**config.mk**
```make
export PLATFORM = sky130hd
export DESIGN_NAME = stream_cipher_mc_flat
export DESIGN_NICKNAME = d
export VERILOG_FILES = /design/src/rtl/stream_cipher_mc_if.sv /design/src/rtl/stream_cipher_mc.sv /design/src/flat_wrapper.sv
export SDC_FILE = /design/constraint.sdc
export NUM_CORES = 2
export LEC_CHECK = 0
export BUFFER_PORTS_ARGS = -buffer_cell sky130_fd_sc_hd__buf_2
export CAP_MARGIN = 5
export CORE_MARGIN = 5
export CORE_UTILIZATION = 50
export DETAILED_ROUTE_END_ITERATION = 12
export PLACE_DENSITY = 0.66
export SKIP_LAST_GASP = 1
export SYNTH_ARGS = -nofsm -noshare
export SYNTH_HDL_FRONTEND = slang
export SYNTH_HIERARCHICAL = 1
export SYNTH_SLANG_ARGS = --single-unit
```
**constraint.sdc**
```tcl
create_clock -name clk -period 18.36 [get_ports clk]
set_clock_uncertainty 0.05 [all_clocks]
set_input_delay 0 -clock clk [delete_from_list [all_inputs] [get_ports clk]]
set_output_delay 0 -clock clk [all_outputs]
set_load 0.05 [all_outputs]
```
**src/rtl/stream_cipher_mc_if.sv**
```systemverilog
// Handshake bundle for the multi-channel stream cipher: key load port,
// input beat (valid/ready) and registered output beat (valid/ready).
interface stream_cipher_mc_if #(
  parameter int LANES    = 4,
  parameter int CHANNELS = 4
);
  localparam int CH_W  = (CHANNELS > 1) ? $clog2(CHANNELS) : 1;
  localparam int CNT_W = $clog2(LANES + 1);

  logic                 key_in;
  logic [CH_W-1:0]      key_ch;
  logic [7:0]           key;

  logic                 din_valid;
  logic                 din_ready;
  logic [CH_W-1:0]      din_ch;
  logic [8*LANES-1:0]   din;
  logic [CNT_W-1:0]     din_cnt;

  logic                 dout_valid;
  logic                 dout_ready;
  logic [8*LANES-1:0]   dout;
  logic [CH_W-1:0]      dout_ch;
  logic [CNT_W-1:0]     dout_cnt;
  logic                 dout_err;

  modport master (
    output key_in, key_ch, key,
    output din_valid, din_ch, din, din_cnt,
    input  din_ready,
    input  dout_valid, dout, dout_ch, dout_cnt, dout_err,
    output dout_ready
  );

  modport slave (
    input  key_in, key_ch, key,
    input  din_valid, din_ch, din, din_cnt,
    output din_ready,
    output dout_valid, dout, dout_ch, dout_cnt, dout_err,
    input  dout_ready
  );
endinterface

```
**src/rtl/stream_cipher_mc.sv**
```systemverilog
// Multi-channel, multi-lane counter-mode stream cipher with per-channel key
// contexts, partial beats and a single registered output stage.
module sbox (
  input  logic [7:0] a_i,
  output logic [7:0] y_o
);
  function automatic logic [7:0] gf_mul(input logic [7:0] a, input logic [7:0] b);
    logic [7:0] p;
    logic [7:0] aa;
    p  = 8'h00;
    aa = a;
    for (int i = 0; i < 8; i++) begin
      if (b[i]) p = p ^ aa;
      aa = {aa[6:0], 1'b0} ^ (aa[7] ? 8'h1b : 8'h00);
    end
    return p;
  endfunction

  // Multiplicative inverse as x^254 (maps 0 to 0, as the AES S-box requires).
  function automatic logic [7:0] gf_inv(input logic [7:0] x);
    logic [7:0] sq;
    logic [7:0] r;
    sq = gf_mul(x, x);
    r  = sq;
    for (int k = 0; k < 6; k++) begin
      sq = gf_mul(sq, sq);
      r  = gf_mul(r, sq);
    end
    return r;
  endfunction

  function automatic logic [7:0] affine(input logic [7:0] b);
    return b ^ {b[6:0], b[7]} ^ {b[5:0], b[7:6]} ^ {b[4:0], b[7:5]}
             ^ {b[3:0], b[7:4]} ^ 8'h63;
  endfunction

  assign y_o = affine(gf_inv(a_i));
endmodule

module stream_cipher_mc #(
  parameter int LANES    = 4,
  parameter int CHANNELS = 4
) (
  input  logic               clk,
  input  logic               rst_n,
  stream_cipher_mc_if.slave  bus
);
  localparam int CH_W  = (CHANNELS > 1) ? $clog2(CHANNELS) : 1;
  localparam int CNT_W = $clog2(LANES + 1);

  logic [7:0]          cb_q [CHANNELS];
  logic [7:0]          cb_d [CHANNELS];
  logic [CHANNELS-1:0] keyed_q, keyed_d;

  logic                vld_q, vld_d;
  logic [8*LANES-1:0]  dout_q, dout_d;
  logic [CH_W-1:0]     ch_q, ch_d;
  logic [CNT_W-1:0]    cnt_q, cnt_d;
  logic                err_q, err_d;

  logic                din_ready;
  logic                accept;
  logic [CNT_W-1:0]    n;
  logic [7:0]          cb_sel;
  logic [7:0]          ctr [LANES];
  logic [7:0]          ks  [LANES];

  // Zero or over-range counts mean a full beat.
  function automatic logic [CNT_W-1:0] clamp_cnt(input logic [CNT_W-1:0] c);
    if (c == '0 || int'(c) > LANES) return CNT_W'(LANES);
    return c;
  endfunction

  assign din_ready = (!vld_q || bus.dout_ready) && !bus.key_in;
  assign accept    = bus.din_valid && din_ready;
  assign n         = clamp_cnt(bus.din_cnt);
  assign cb_sel    = cb_q[bus.din_ch];

  always_comb begin
    for (int i = 0; i < LANES; i++) begin
      ctr[i] = cb_sel + 8'(i);
    end
  end

  for (genvar g = 0; g < LANES; g++) begin : g_lane
    sbox u_sbox (
      .a_i (ctr[g]),
      .y_o (ks[g])
    );
  end

  always_comb begin
    cb_d    = cb_q;
    keyed_d = keyed_q;
    vld_d   = vld_q;
    dout_d  = dout_q;
    ch_d    = ch_q;
    cnt_d   = cnt_q;
    err_d   = err_q;

    // key_in blocks din_ready, so a load and an accept are never concurrent.
    if (bus.key_in) begin
      cb_d[bus.key_ch]    = bus.key;
      keyed_d[bus.key_ch] = 1'b1;
    end else if (accept) begin
      cb_d[bus.din_ch] = cb_sel + 8'(n);
    end

    if (accept) begin
      for (int i = 0; i < LANES; i++) begin
        dout_d[8*i +: 8] = (i < int'(n)) ? (bus.din[8*i +: 8] ^ ks[i]) : 8'h00;
      end
      vld_d = 1'b1;
      ch_d  = bus.din_ch;
      cnt_d = n;
      err_d = !keyed_q[bus.din_ch];
    end else if (bus.dout_ready) begin
      vld_d = 1'b0;
    end
  end

  always_ff @(posedge clk or negedge rst_n) begin
    if (!rst_n) begin
      for (int c = 0; c < CHANNELS; c++) cb_q[c] <= 8'h00;
      keyed_q <= '0;
      vld_q   <= 1'b0;
      dout_q  <= '0;
      ch_q    <= '0;
      cnt_q   <= '0;
      err_q   <= 1'b0;
    end else begin
      cb_q    <= cb_d;
      keyed_q <= keyed_d;
      vld_q   <= vld_d;
      dout_q  <= dout_d;
      ch_q    <= ch_d;
      cnt_q   <= cnt_d;
      err_q   <= err_d;
    end
  end

  assign bus.din_ready  = din_ready;
  assign bus.dout_valid = vld_q;
  assign bus.dout       = dout_q;
  assign bus.dout_ch    = ch_q;
  assign bus.dout_cnt   = cnt_q;
  assign bus.dout_err   = err_q;
endmodule

```
**src/flat_wrapper.sv**
```systemverilog
// flat-port wrapper written by rule: the top's interface ports become plain ports
module stream_cipher_mc_flat 
#(
  parameter int LANES    = 4,
  parameter int CHANNELS = 4
)
  (clk, rst_n, bus_key_in, bus_key_ch, bus_key, bus_din_valid, bus_din_ch, bus_din, bus_din_cnt, bus_din_ready, bus_dout_valid, bus_dout, bus_dout_ch, bus_dout_cnt, bus_dout_err, bus_dout_ready);
  stream_cipher_mc_if #(.LANES(LANES), .CHANNELS(CHANNELS)) bus_i ();
  input  logic clk;
  input  logic rst_n;
  input wire logic [$bits(bus_i.key_in)-1:0] bus_key_in;
  input wire logic [$bits(bus_i.key_ch)-1:0] bus_key_ch;
  input wire logic [$bits(bus_i.key)-1:0] bus_key;
  input wire logic [$bits(bus_i.din_valid)-1:0] bus_din_valid;
  input wire logic [$bits(bus_i.din_ch)-1:0] bus_din_ch;
  input wire logic [$bits(bus_i.din)-1:0] bus_din;
  input wire logic [$bits(bus_i.din_cnt)-1:0] bus_din_cnt;
  output wire logic [$bits(bus_i.din_ready)-1:0] bus_din_ready;
  output wire logic [$bits(bus_i.dout_valid)-1:0] bus_dout_valid;
  output wire logic [$bits(bus_i.dout)-1:0] bus_dout;
  output wire logic [$bits(bus_i.dout_ch)-1:0] bus_dout_ch;
  output wire logic [$bits(bus_i.dout_cnt)-1:0] bus_dout_cnt;
  output wire logic [$bits(bus_i.dout_err)-1:0] bus_dout_err;
  input wire logic [$bits(bus_i.dout_ready)-1:0] bus_dout_ready;
  assign bus_i.key_in = bus_key_in;
  assign bus_i.key_ch = bus_key_ch;
  assign bus_i.key = bus_key;
  assign bus_i.din_valid = bus_din_valid;
  assign bus_i.din_ch = bus_din_ch;
  assign bus_i.din = bus_din;
  assign bus_i.din_cnt = bus_din_cnt;
  assign bus_din_ready = bus_i.din_ready;
  assign bus_dout_valid = bus_i.dout_valid;
  assign bus_dout = bus_i.dout;
  assign bus_dout_ch = bus_i.dout_ch;
  assign bus_dout_cnt = bus_i.dout_cnt;
  assign bus_dout_err = bus_i.dout_err;
  assign bus_i.dout_ready = bus_dout_ready;
  stream_cipher_mc #(.LANES(LANES), .CHANNELS(CHANNELS)) u_core (.clk(clk), .rst_n(rst_n), .bus(bus_i));
endmodule
```
==> flow_summary_export.csv <==
group,metric,value,unit
setup_path,path_class,"register to register",
grt,grt_max_degree,54,
setup_path,cp_max_fo,17,
finish,drive_gt1_share,13.71,%
placement,post-dp-hpwl,140.2,mm
finish,nNetsFinal,8182,
placement,finalWeightedCongestion,0.9417,
floorplan,die_x,370.7,um
hold_path,worstHoldStart,"bus_din_ch[1]",
placement,place_area,0.06791,mm^2
floorplan,initial_core_util,50.29,%
setup_path,crit_required,18.66,ns
detailed_routing,antenna_left,0,
detailed_routing,via_count,59300,
finish,insertedDiodeCount,0,
sta,max_freq,57.23,MHz
yosys,synth.avg_cell_area,7.964,um^2
floorplan,io_pins,92,
detailed_routing,wl_per_cell,19.51,um
grt,antenna_found_initial,3,
yosys,synthAdderAreaFrac,0.7542,%
status,outcome,"completed",
grt,overflow,0,
yosys,ys_seq_area_share,2.886,%
detailed_routing,drc,0,
yosys,synth-edff-count,0,
finish,stdcell_area,0.06895,mm^2
yosys,synth_mux_area_share,5.100,%
job,drv_cap,0,
floorplan,dieHeight,370.7,um
detailed_routing,wl,192.0,mm
yosys,ys_types,119,
sta,worstMarginPinSlew,1.167,ns
setup_path,r2r-start,"u_core/cb_q[18]",
sta,fin_tns_setup,0,ns
setup_path,startpoint,"u_core/cb_q[18]",
detailed_routing,avgViaCountPerCell,6.026,
floorplan,row_count,132,
setup_path,crit_slowest_cell,"mux4_1",
detailed_routing,drtIter0Drc,5883,
clocking,cts_tree,"built",
setup_path,end_kind,"register",
grt,grt_first_pass_wirelength,308.8,mm
floorplan,coreArea,0.1293,mm^2
sta,period_minus_slack,17.47,ns
yosys,synth_seq_cells,75,
clocking,cts_buffers,9,
setup_path,startpoint_type,"register",
placement,numPortBuffers,91,
sta,relSlewSlack,21.64,%
setup_path,max_stage_delay,0.68,ns
clocking,clockRootBuffer,"clkbuf_16",
sta,slew_violations,0,
grt,track_usage,26.89,%
yosys,yosys_warnings,6,
clocking,path_clk_slew,0.09,ns
yosys,synth_area,0.06503,mm^2
detailed_routing,drt_pass1_iterations,8,
floorplan,dieArea,0.1374,mm^2
setup_path,critPathMostFrequentCell,"xnor3_1",
sta,fin_crit_sh,95.17,%
sta,rsz0062_at_grt,"false",
grt,grt_pass1_vias,55980,
yosys,syn-num-nets,8254,
yosys,yosys.area_share.simple,20.95,%
clocking,h-tree-depth,3,
hold_path,hold_path_class,"primary input to register",
clocking,clk_latency,0.44,ns
finish,synthToLayoutAreaGrowth,6.022,%
yosys,synthCells,8166,
sta,holdWs,0.1493,ns
yosys,synth_compound_area_share,16.95,%
sta,setup_violations,0,
clocking,clock_path_buffers,2,
yosys,ys_async_sr_fraction,100.0,%
clocking,clkSinkCount,75,
yosys,synth-main-ff-cell,"dfrtp_1",
setup_path,arrival,17.77,ns
sta,hold_viol_final,0,
yosys,synth_top_family_by_area,"XOR/XNOR gates",
yosys,synth_xor_area_share,48.59,%
finish,post-route-util,53.32,%
## worst max-delay path: cells and delay by family (launching register included)
family,cells,cell delay [ns]
xor+xnor,30,10.49
simple gates,10,2.22
mux,4,1.47
flops,1,0.38
buf+inv,4,0.84
compound gates,5,0.99
fa+ha+maj,2,0.91
## registers in the layout, summed over array words and instances (netlist names)
name,cells
u_core/bus.dout_err,1
u_core/keyed_q,4
u_core/cb_q,32
u_core/bus.dout,32
u_core/bus.dout_valid,1
u_core/bus.dout_ch,2
u_core/bus.dout_cnt,3
## synthesized netlist by cell type, drive strengths merged, types with 57 or more instances
cell	n	area, um^2
a211oi	68	510.5
a21oi	330	1715
a22oi	84	670.7
a31oi	70	463.0
and2	63	404.1
buf	273	1689
clkbuf	284	1066
dfrtp	75	1877
inv	84	315.3
mux2i	240	2502
nand2	840	3163
nand2b	106	663.1
nand3	187	935.9
nand4	57	356.6
nor2	1136	4344
nor2b	83	529.3
nor3	229	1231
nor4	58	425.4
o21ai	318	1637
o22ai	120	775.8
xnor2	1634	16470
xnor3	400	9064
xor2	454	4637
xor3	60	1436
## per-stage QoR
stage	instances	setup slack, ns
floorplan	8166	2.170
global placement	9770	0.7538
detailed placement	9770	0.4845
CTS	9834	0.5052
global route	9841	0.002352
finish	9841	0.8876
## final timing paths
| kind | to | slack [ns] | cells after the start |
|---|---|---|---|
| max in group asynchronous | u_core/bus.dout[26] | 16.31 | 4 |
| min | u_core/cb_q[14] | 0.15 | 4 |
| min reg2reg | u_core/keyed_q[3] | 0.42 | 1 |
| max | u_core/bus.dout[16] | 0.89 | 55 |
| max reg2reg | u_core/bus.dout[16] | 0.89 | 55 |
| min in group asynchronous | u_core/bus.dout[23] | 0.55 | 3 |
## per-layer routing
layer	wire [um]	GRT usage, %	vias up
met1	87110	38.66	28530
met5	13	0	-
met3	12210	2.463	286
li1	-	-	28320
met2	88100	43.42	2167
met4	4599	6.903	2
## cells by family (layout without fill, tap and decap cells)
logic type | count (synthesis) | count (layout)
AOI/OAI and AO/OA | 1578 | 1578
and+or+nand+nor | 2975 | 2975
xor gates and xnor gates | 2548 | 2548
buffers and inverters | 649 | 582
muxes | 301 | 301
DFF | 75 | 75
adders and majority gates | 40 | 40
## cells in the final DEF, fill, tap and decap left out, drive strengths merged, types with 84 or more instances in the layout
master and count:
a21oi 330, a22oi 84, buf 426, inv 86, mux2i 240, nand2 840
nand2b 106, nand3 187, nor2 1136, nor3 229, o21ai 318, o22ai 120
xnor2 1634, xnor3 400, xor2 454
## cell type report
class                           instances  area, um^2
Clock buffer                            9       225.2
Clock inverter                          7       70.07
Fill cell                           12190       60370
Inverter                               92       346.6
Multi-Input combinational cell       7442       60800
Sequential cell                        75        1877
Tap cell                             1742        2180
Timing Repair Buffer                  474        3453
## timing repair
action	CTS	global route
setup endpoints to repair	0	32
hold buffers	48	0
resized for setup	0	29
buffers inserted	0	7
hold endpoints to repair	94	0
Power is not shown: default switching activity piles up to over one toggle a cycle in this logic, so the estimate is an artifact.
